<file path="config.mk">
export PLATFORM = sky130hd
export DESIGN_NAME = ifu_cache_ctrl_flat
export DESIGN_NICKNAME = d
export VERILOG_FILES = /design/src/rtl/ifu_cache_ctrl_if.sv /design/src/rtl/ifu_cache_ctrl.sv /design/src/flat_wrapper.sv
export SDC_FILE = /design/constraint.sdc
export NUM_CORES = 2
export LEC_CHECK = 0
export ABC_AREA = 1
export BUFFER_PORTS_ARGS = -buffer_cell sky130_fd_sc_hd__buf_2
export CORE_ASPECT_RATIO = 1.1
export CORE_MARGIN = 2
export CORE_UTILIZATION = 43
export DETAILED_ROUTE_END_ITERATION = 7
export GPL_TIMING_DRIVEN = 0
export HOLD_SLACK_MARGIN = 0.12
export PLACE_DENSITY = 0.64
export SLEW_MARGIN = 0
export SYNTH_ARGS = -nofsm -noshare
export SYNTH_HDL_FRONTEND = slang
export SYNTH_SLANG_ARGS = --single-unit
</file>
<file path="constraint.sdc">
create_clock -name clk -period 8.35 [get_ports clk]
set_input_delay 1.2525 -clock clk [delete_from_list [all_inputs] [get_ports clk]]
set_output_delay 1.2525 -clock clk [all_outputs]
set_load 0.005 [all_outputs]
</file>
<file path="src/rtl/ifu_cache_ctrl_if.sv">
// Shared IFU types and the fetch/memory handshake bundle of the instruction-cache controller.
// Every *_valid/*_ready pair transfers on a clock edge where both are 1; valid never waits for ready.
package ifu_pkg;
  parameter int WAYS_NUM = 16;

  typedef struct packed {
    logic update_tree;
    logic update_counter;
  } t_cache_ctrl2_plru;
endpackage

interface ifu_cache_ctrl_if #(
  parameter int ADDR_W = 32,
  parameter int LINE_W = 128
);
  logic              core_req_valid;
  logic              core_req_ready;
  logic [ADDR_W-1:0] core_req_addr;
  logic              core_rsp_valid;
  logic              core_rsp_ready;
  logic [31:0]       core_rsp_data;
  logic              mem_req_valid;
  logic              mem_req_ready;
  logic [ADDR_W-1:0] mem_req_addr;
  logic              mem_rsp_valid;
  logic [LINE_W-1:0] mem_rsp_data;

  // slave: the cache controller; master: fetch stage plus memory.
  modport slave (
    input  core_req_valid, core_req_addr, core_rsp_ready,
    input  mem_req_ready, mem_rsp_valid, mem_rsp_data,
    output core_req_ready, core_rsp_valid, core_rsp_data,
    output mem_req_valid, mem_req_addr
  );

  modport master (
    output core_req_valid, core_req_addr, core_rsp_ready,
    output mem_req_ready, mem_rsp_valid, mem_rsp_data,
    input  core_req_ready, core_rsp_valid, core_rsp_data,
    input  mem_req_valid, mem_req_addr
  );
endinterface

</file>
<file path="src/rtl/ifu_cache_ctrl.sv">
// Fully associative instruction-cache controller: tag lookup, line fill on miss,
// and hit/fill notifications to the PLRU, which in turn supplies the victim way.
module ifu_cache_ctrl #(
  parameter int ADDR_W   = 32,
  parameter int LINE_W   = 128,
  parameter int OFFSET_W = 4
) (
  input  logic                                 clk,
  input  logic                                 rst,
  ifu_cache_ctrl_if.slave                      bus,
  output ifu_pkg::t_cache_ctrl2_plru           cache_ctrl2_plru,
  output logic                                 cache_miss,
  output logic [$clog2(ifu_pkg::WAYS_NUM)-1:0] hit_cl,
  input  logic [$clog2(ifu_pkg::WAYS_NUM)-1:0] evicted_cl,
  output logic [2:0]                           o_dbg_state
);
  localparam int WAYS  = ifu_pkg::WAYS_NUM;
  localparam int IDX_W = $clog2(WAYS);
  localparam int TAG_W = ADDR_W - OFFSET_W;
  localparam int WSEL_W = OFFSET_W - 2;

  typedef enum logic [2:0] {
    S_IDLE,
    S_LOOKUP,
    S_MISS_REQ,
    S_MISS_WAIT,
    S_RESP
  } t_state;

  t_state              r_state;
  t_state              w_next;
  logic [ADDR_W-1:2]   r_req_addr;
  logic [WAYS-1:0]     r_valid;
  logic [TAG_W-1:0]    r_tag  [WAYS];
  logic [LINE_W-1:0]   r_data [WAYS];
  logic [31:0]         r_rsp_data;
  logic [IDX_W-1:0]    r_hit_cl;

  logic [TAG_W-1:0]    w_req_tag;
  logic [WSEL_W-1:0]   w_word_idx;
  logic                w_hit;
  logic [IDX_W-1:0]    w_hit_way;
  logic [31:0]         w_hit_word;
  logic [31:0]         w_fill_word;
  logic                w_lookup_hit;
  logic                w_fill;

  assign w_req_tag   = r_req_addr[ADDR_W-1:OFFSET_W];
  assign w_word_idx  = r_req_addr[OFFSET_W-1:2];
  assign w_hit_word  = r_data[w_hit_way][{w_word_idx, 5'b0} +: 32];
  assign w_fill_word = bus.mem_rsp_data[{w_word_idx, 5'b0} +: 32];

  // Fills only happen on a miss, so at most one way can match.
  always_comb begin
    w_hit     = 1'b0;
    w_hit_way = '0;
    for (int i = 0; i < WAYS; i++) begin
      if (r_valid[i] && (r_tag[i] == w_req_tag)) begin
        w_hit     = 1'b1;
        w_hit_way = IDX_W'(i);
      end
    end
  end

  assign w_lookup_hit = (r_state == S_LOOKUP) && w_hit;
  assign w_fill       = (r_state == S_MISS_WAIT) && bus.mem_rsp_valid;

  always_comb begin
    w_next                          = r_state;
    bus.core_req_ready              = 1'b0;
    bus.core_rsp_valid              = 1'b0;
    bus.mem_req_valid               = 1'b0;
    cache_miss                      = 1'b0;
    cache_ctrl2_plru.update_tree    = 1'b0;
    cache_ctrl2_plru.update_counter = 1'b0;
    case (r_state)
      S_IDLE: begin
        bus.core_req_ready = 1'b1;
        if (bus.core_req_valid) w_next = S_LOOKUP;
      end
      S_LOOKUP: begin
        cache_ctrl2_plru.update_tree = w_hit;
        w_next = w_hit ? S_RESP : S_MISS_REQ;
      end
      S_MISS_REQ: begin
        cache_miss        = 1'b1;
        bus.mem_req_valid = 1'b1;
        if (bus.mem_req_ready) w_next = S_MISS_WAIT;
      end
      S_MISS_WAIT: begin
        cache_miss = 1'b1;
        if (bus.mem_rsp_valid) begin
          cache_ctrl2_plru.update_tree    = 1'b1;
          cache_ctrl2_plru.update_counter = 1'b1;
          w_next = S_RESP;
        end
      end
      S_RESP: begin
        bus.core_rsp_valid = 1'b1;
        if (bus.core_rsp_ready) w_next = S_IDLE;
      end
      default: w_next = S_IDLE;
    endcase
  end

  always_ff @(posedge clk or negedge rst) begin
    if (!rst) begin
      r_state    <= S_IDLE;
      r_req_addr <= '0;
      r_valid    <= '0;
      r_rsp_data <= '0;
      r_hit_cl   <= '0;
    end else begin
      r_state <= w_next;
      if ((r_state == S_IDLE) && bus.core_req_valid) r_req_addr <= bus.core_req_addr[ADDR_W-1:2];
      if (w_lookup_hit) begin
        r_rsp_data <= w_hit_word;
        r_hit_cl   <= w_hit_way;
      end
      if (w_fill) begin
        r_valid[evicted_cl] <= 1'b1;
        r_rsp_data          <= w_fill_word;
      end
    end
  end

  // Tag and data storage carries no reset; the valid bits gate every use.
  always_ff @(posedge clk) begin
    if (w_fill) begin
      r_tag[evicted_cl]  <= w_req_tag;
      r_data[evicted_cl] <= bus.mem_rsp_data;
    end
  end

  // hit_cl must accompany the update_tree pulse in the lookup cycle itself.
  assign hit_cl            = w_lookup_hit ? w_hit_way : r_hit_cl;
  assign bus.mem_req_addr  = {w_req_tag, {OFFSET_W{1'b0}}};
  assign bus.core_rsp_data = r_rsp_data;
  assign o_dbg_state       = r_state;
endmodule

</file>
<file path="src/flat_wrapper.sv">
// flat-port wrapper written by rule: the top's interface ports become plain ports
module ifu_cache_ctrl_flat 
#(
  parameter int ADDR_W   = 32,
  parameter int LINE_W   = 128,
  parameter int OFFSET_W = 4
)
  (clk, rst, cache_ctrl2_plru, cache_miss, hit_cl, evicted_cl, o_dbg_state, bus_core_req_valid, bus_core_req_addr, bus_core_rsp_ready, bus_mem_req_ready, bus_mem_rsp_valid, bus_mem_rsp_data, bus_core_req_ready, bus_core_rsp_valid, bus_core_rsp_data, bus_mem_req_valid, bus_mem_req_addr);
  ifu_cache_ctrl_if #(.ADDR_W(ADDR_W), .LINE_W(LINE_W)) bus_i ();
  input  logic clk;
  input  logic rst;
  output ifu_pkg::t_cache_ctrl2_plru cache_ctrl2_plru;
  output logic cache_miss;
  output logic [$clog2(ifu_pkg::WAYS_NUM)-1:0] hit_cl;
  input  logic [$clog2(ifu_pkg::WAYS_NUM)-1:0] evicted_cl;
  output logic [2:0] o_dbg_state;
  input wire logic [$bits(bus_i.core_req_valid)-1:0] bus_core_req_valid;
  input wire logic [$bits(bus_i.core_req_addr)-1:0] bus_core_req_addr;
  input wire logic [$bits(bus_i.core_rsp_ready)-1:0] bus_core_rsp_ready;
  input wire logic [$bits(bus_i.mem_req_ready)-1:0] bus_mem_req_ready;
  input wire logic [$bits(bus_i.mem_rsp_valid)-1:0] bus_mem_rsp_valid;
  input wire logic [$bits(bus_i.mem_rsp_data)-1:0] bus_mem_rsp_data;
  output wire logic [$bits(bus_i.core_req_ready)-1:0] bus_core_req_ready;
  output wire logic [$bits(bus_i.core_rsp_valid)-1:0] bus_core_rsp_valid;
  output wire logic [$bits(bus_i.core_rsp_data)-1:0] bus_core_rsp_data;
  output wire logic [$bits(bus_i.mem_req_valid)-1:0] bus_mem_req_valid;
  output wire logic [$bits(bus_i.mem_req_addr)-1:0] bus_mem_req_addr;
  assign bus_i.core_req_valid = bus_core_req_valid;
  assign bus_i.core_req_addr = bus_core_req_addr;
  assign bus_i.core_rsp_ready = bus_core_rsp_ready;
  assign bus_i.mem_req_ready = bus_mem_req_ready;
  assign bus_i.mem_rsp_valid = bus_mem_rsp_valid;
  assign bus_i.mem_rsp_data = bus_mem_rsp_data;
  assign bus_core_req_ready = bus_i.core_req_ready;
  assign bus_core_rsp_valid = bus_i.core_rsp_valid;
  assign bus_core_rsp_data = bus_i.core_rsp_data;
  assign bus_mem_req_valid = bus_i.mem_req_valid;
  assign bus_mem_req_addr = bus_i.mem_req_addr;
  ifu_cache_ctrl #(.ADDR_W(ADDR_W), .LINE_W(LINE_W), .OFFSET_W(OFFSET_W)) u_core (.clk(clk), .rst(rst), .bus(bus_i), .cache_ctrl2_plru(cache_ctrl2_plru), .cache_miss(cache_miss), .hit_cl(hit_cl), .evicted_cl(evicted_cl), .o_dbg_state(o_dbg_state));
endmodule
</file>
==> impl_metrics.tcl <==
set metrics [dict create \
    drc 7 \
    final_critical_path_setup_slack_ns -0.181 \
    final-setup-viol-count 1 \
    final_net_count 11421 \
    finalHoldViolCount 0 \
    cts-root-to-sink-buffers 4 \
    timing.critical_path.from_type "flip-flop" \
    dieHeight_um 546 \
    first_global_vias 85123 \
    synth_top_cell_by_area "edfxtp_1" \
    detail_route.vias_per_cell 6.13 \
    cp_data_arrival_time_ns 7.28 \
    critPathMaxFanout 13 \
    pwr_density_cell_nw_per_um2 263 \
    drt_wl_total_um 511000 \
    path_cells "buf_16, inv_2, buf_2, buf_2, o211ai_1, nor4_1, nand4_1, nand4_4, inv_2, nand2_1, nand2_2, nand2_1, buf_2, buf_2" \
    globalRoute.totalOverflow 0 \
    drv_slew 30 \
    timing.critical_path.buf_inv 7 \
    leakage_nw 50.4 \
    dieArea_um2 272000 \
    rrSetupSlack_ns 0.93 \
    setup_repair_after_global_routing_missed_its_margin "false" \
    crit-reg2reg-capture "u_core.bus.core_rsp_data[13]$_DFFE_PN0P_" \
    period_needed_ns 8.53 \
    postSynthCellCount 10576 \
    cts.repair_timing.setup_buffer_count 0 \
    synthesis.area_um2 115000 \
    grt_max_degree 46 \
    warning_count_from_the_yosys_run 0 \
    starting_drt_drc_count 15932 \
    critPathTopFamily "simple AND/OR/NAND/NOR gates" \
    clock_tree_from_tritoncts "yes" \
    ios 247 \
    worst_ir_drop_vdd_uv 204 \
    yosys-top-cells-area "edfxtp_1, nand3_1, nand2_1, inv_1, nand3b_1" \
    crit_path_top_delay_cell "nand4_1" \
    place_hpwl_um 356000 \
    critPathRequiredTime_ns 7.10 \
    post-synth-top-area-fraction_pct 65.2 \
    tritoncts_num_sinks 2581 \
    cts-htree-levels 5 \
    ctsRootBufferMaster "clkbuf_16" \
    fin_clk_skew_ns 0.0808 \
    gr_usage_total_pct 36.6 \
    flow.area_growth_from_synthesis_pct 15.5 \
    timing.setup.critical_path_class "reg2out" \
    commonest_non_fill_non_tap_cells_in_the_layout "nand2_1, edfxtp_1, nand3_1" \
    post_synth.cell_area_avg_um2 10.9 \
    worstMarginPinSlew_ns 1.66 \
    fin_util_pct 49.8 \
    post_synth_num_cell_types 59 \
    drv.max_cap_violation_count 4 \
    achievable-frequency_mhz 117 \
    worst_max_slew_margin_expressed_relative_to_the_limit_pct -10.6 \
    place_congestion 0.964 \
    violated_checks "DRC, capacitance limit, slew limit, setup timing" \
    clock_slew_seen_by_the_registers_of_the_worst_setup_and_hold_paths_ns 0.06 \
    critical_path.max_stage_delay_ns 0.68 \
    status "finished with violations" \
    cts_made_buffers 289 \
    grt_antenna_before_repair 59 \
    wire_length_per_cell_um 34.1 \
    end_kind "output port" \
    routed-via-count 92085 \
    timing.final.crit_share_pct 102 \
    rr_startpoint "u_core.r_req_addr[7]$_DFFE_PN0P_" \
    fp.dieW_um 497 \
    layout_commonest_cell "nand2_1" \
    fillerInstances 23634 \
    seq_area_frac_synth_pct 67.0 \
    placementRows 199 \
    drive_above_1_share_pct 13.1 \
    dr.pass1.iters 8 \
    initial_standard_cell_utilization_of_the_core_pct 43.1 \
    yosys_register_bits 2581 \
    port_buffers 240 \
    grt_pass1_wl_um 689000 \
    core_um2 267000 \
    fin_total_pwr_mw 35.0 \
    antenna_viol_nets_final 0 \
    min-delay-path-class "in2async" \
    r2r.worst_path.cells 20 \
    clock_insertion_delay_at_the_later_pin_of_the_skew_report_ns 0.90 \
    path_common_cell "buf_2" \
    dp_worst_setup_slack_ns 0.430 \
]
==> repair_timing <==
action	4_1_cts	5_1_grt
gates resized for setup	3	0
endpoints found under the setup margin	2	0
hold buffers	0	0
==> cell type report <==
| type | count | area [um^2] | share of cell area, % |
|---|---|---|---|
| repair buffers | 381 | 4210 | 3.17 |
| inverters | 794 | 3000 | 2.26 |
| well taps | 3517 | 4400 | 3.31 |
| diodes | 34 | 85.1 | 0.0640 |
| flip-flops and latches | 2581 | 77100 | 58.0 |
| clock buffers | 372 | 7910 | 5.95 |
| plain buffers | 691 | 4010 | 3.02 |
| multi-input cells | 6513 | 31000 | 23.4 |
| clock inverters | 135 | 1080 | 0.812 |
==> flip-flops by register name (all words and copies together) (netlist names) <==
register                  flops
u_core.r_data              2048
u_core.r_tag                448
u_core.bus.core_rsp_data     32
u_core.r_req_addr            30
u_core.r_valid               16
u_core.r_hit_cl               4
u_core.o_dbg_state            3
==> metal layers <==
metal / vias up / part of all wire, % / track usage [%]
li1: 38214 / - / -
met1: 45092 / 36 / 47.6
met2: 7321 / 44 / 55.1
met3: 1430 / 13 / 9.03
met4: 28 / 7.1 / 22.5
met5: - / 0.034 / 0
==> worst max-delay path by stage <==
stage                                                 start                             end  slack (ns)  cells past startpoint
final                      u_core.r_req_addr[7]$_DFFE_PN0P_             cache_ctrl2_plru[1]       -0.18                     14
after global routing       u_core.r_req_addr[7]$_DFFE_PN0P_             cache_ctrl2_plru[1]        0.04                     14
after CTS                  u_core.r_req_addr[7]$_DFFE_PN0P_             cache_ctrl2_plru[1]        0.09                     14
after detailed placement  u_core.r_req_addr[15]$_DFFE_PN0P_             cache_ctrl2_plru[1]        0.43                     16
after global placement                    bus_mem_rsp_valid  u_core.r_valid[11]$_DFFE_PN0P_      -10.80                      6
after floorplan                           bus_mem_rsp_valid  u_core.r_valid[12]$_DFFE_PN0P_       -0.71                      5
==> power breakdown <==
| part | internal, mW | leakage (nW) | switching [mW] |
|---|---|---|---|
| clock | 7.13 | 4.43 | 5.42 |
| combinational | 1.69 | 22.6 | 5.14 |
| sequential | 14.8 | 23.4 | 0.821 |
==> through the flow <==
| stage | area [um^2] | setup TNS, ns | hold slack (ns) | instances |
|---|---|---|---|---|
| floorplan | 115000 | -1397.50 | 0.427 | 10579 |
| global placement | 121000 | - | 0.465 | 14336 |
| detailed placement | 124000 | 0 | 0.463 | 14476 |
| CTS | 133000 | 0 | 0.306 | 14983 |
| global route | 133000 | 0 | 0.331 | 14991 |
| finish | 133000 | -0.181 | 0.300 | 15018 |
==> cells in the mapped netlist, drive strengths merged <==
| cell | count |
|---|---|
| nand3 | 2208 |
| nor2b | 1 |
| conb | 1 |
| a22o | 2 |
| a21oi | 51 |
| buf | 557 |
| and3b | 1 |
| and3 | 4 |
| nor3b | 10 |
| a211oi | 5 |
| or2 | 97 |
| o211ai | 14 |
| inv | 791 |
| nand3b | 365 |
| o221ai | 2 |
| o21ai | 173 |
| a2111o | 1 |
| nand2 | 2611 |
| edfxtp | 2496 |
| o2111ai | 16 |
| o31ai | 1 |
| and2 | 7 |
| xnor2 | 77 |
| o22ai | 101 |
| nand4 | 107 |
| xor2 | 31 |
| clkbuf | 134 |
| nor4 | 63 |
| o2111a | 4 |
| clkinv | 3 |
| dfrtp | 85 |
| a221oi | 12 |
| or4 | 5 |
| nor2 | 485 |
| a2111oi | 2 |
| nor3 | 52 |
| o311ai | 1 |
==> kinds of logic (layout without fill, tap and decap cells) <==
logic type,count (synthesis),count (layout),synth area share [%]
and+or+nand+nor,6016,6016,24.0
AOI/OAI and AO/OA,385,385,1.99
buffers and inverters,1485,2373,6.10
DFF,2581,2581,67.0
other,1,38,0.00326
xor gates and xnor gates,108,108,0.842
(Power assumes the default switching activity.)
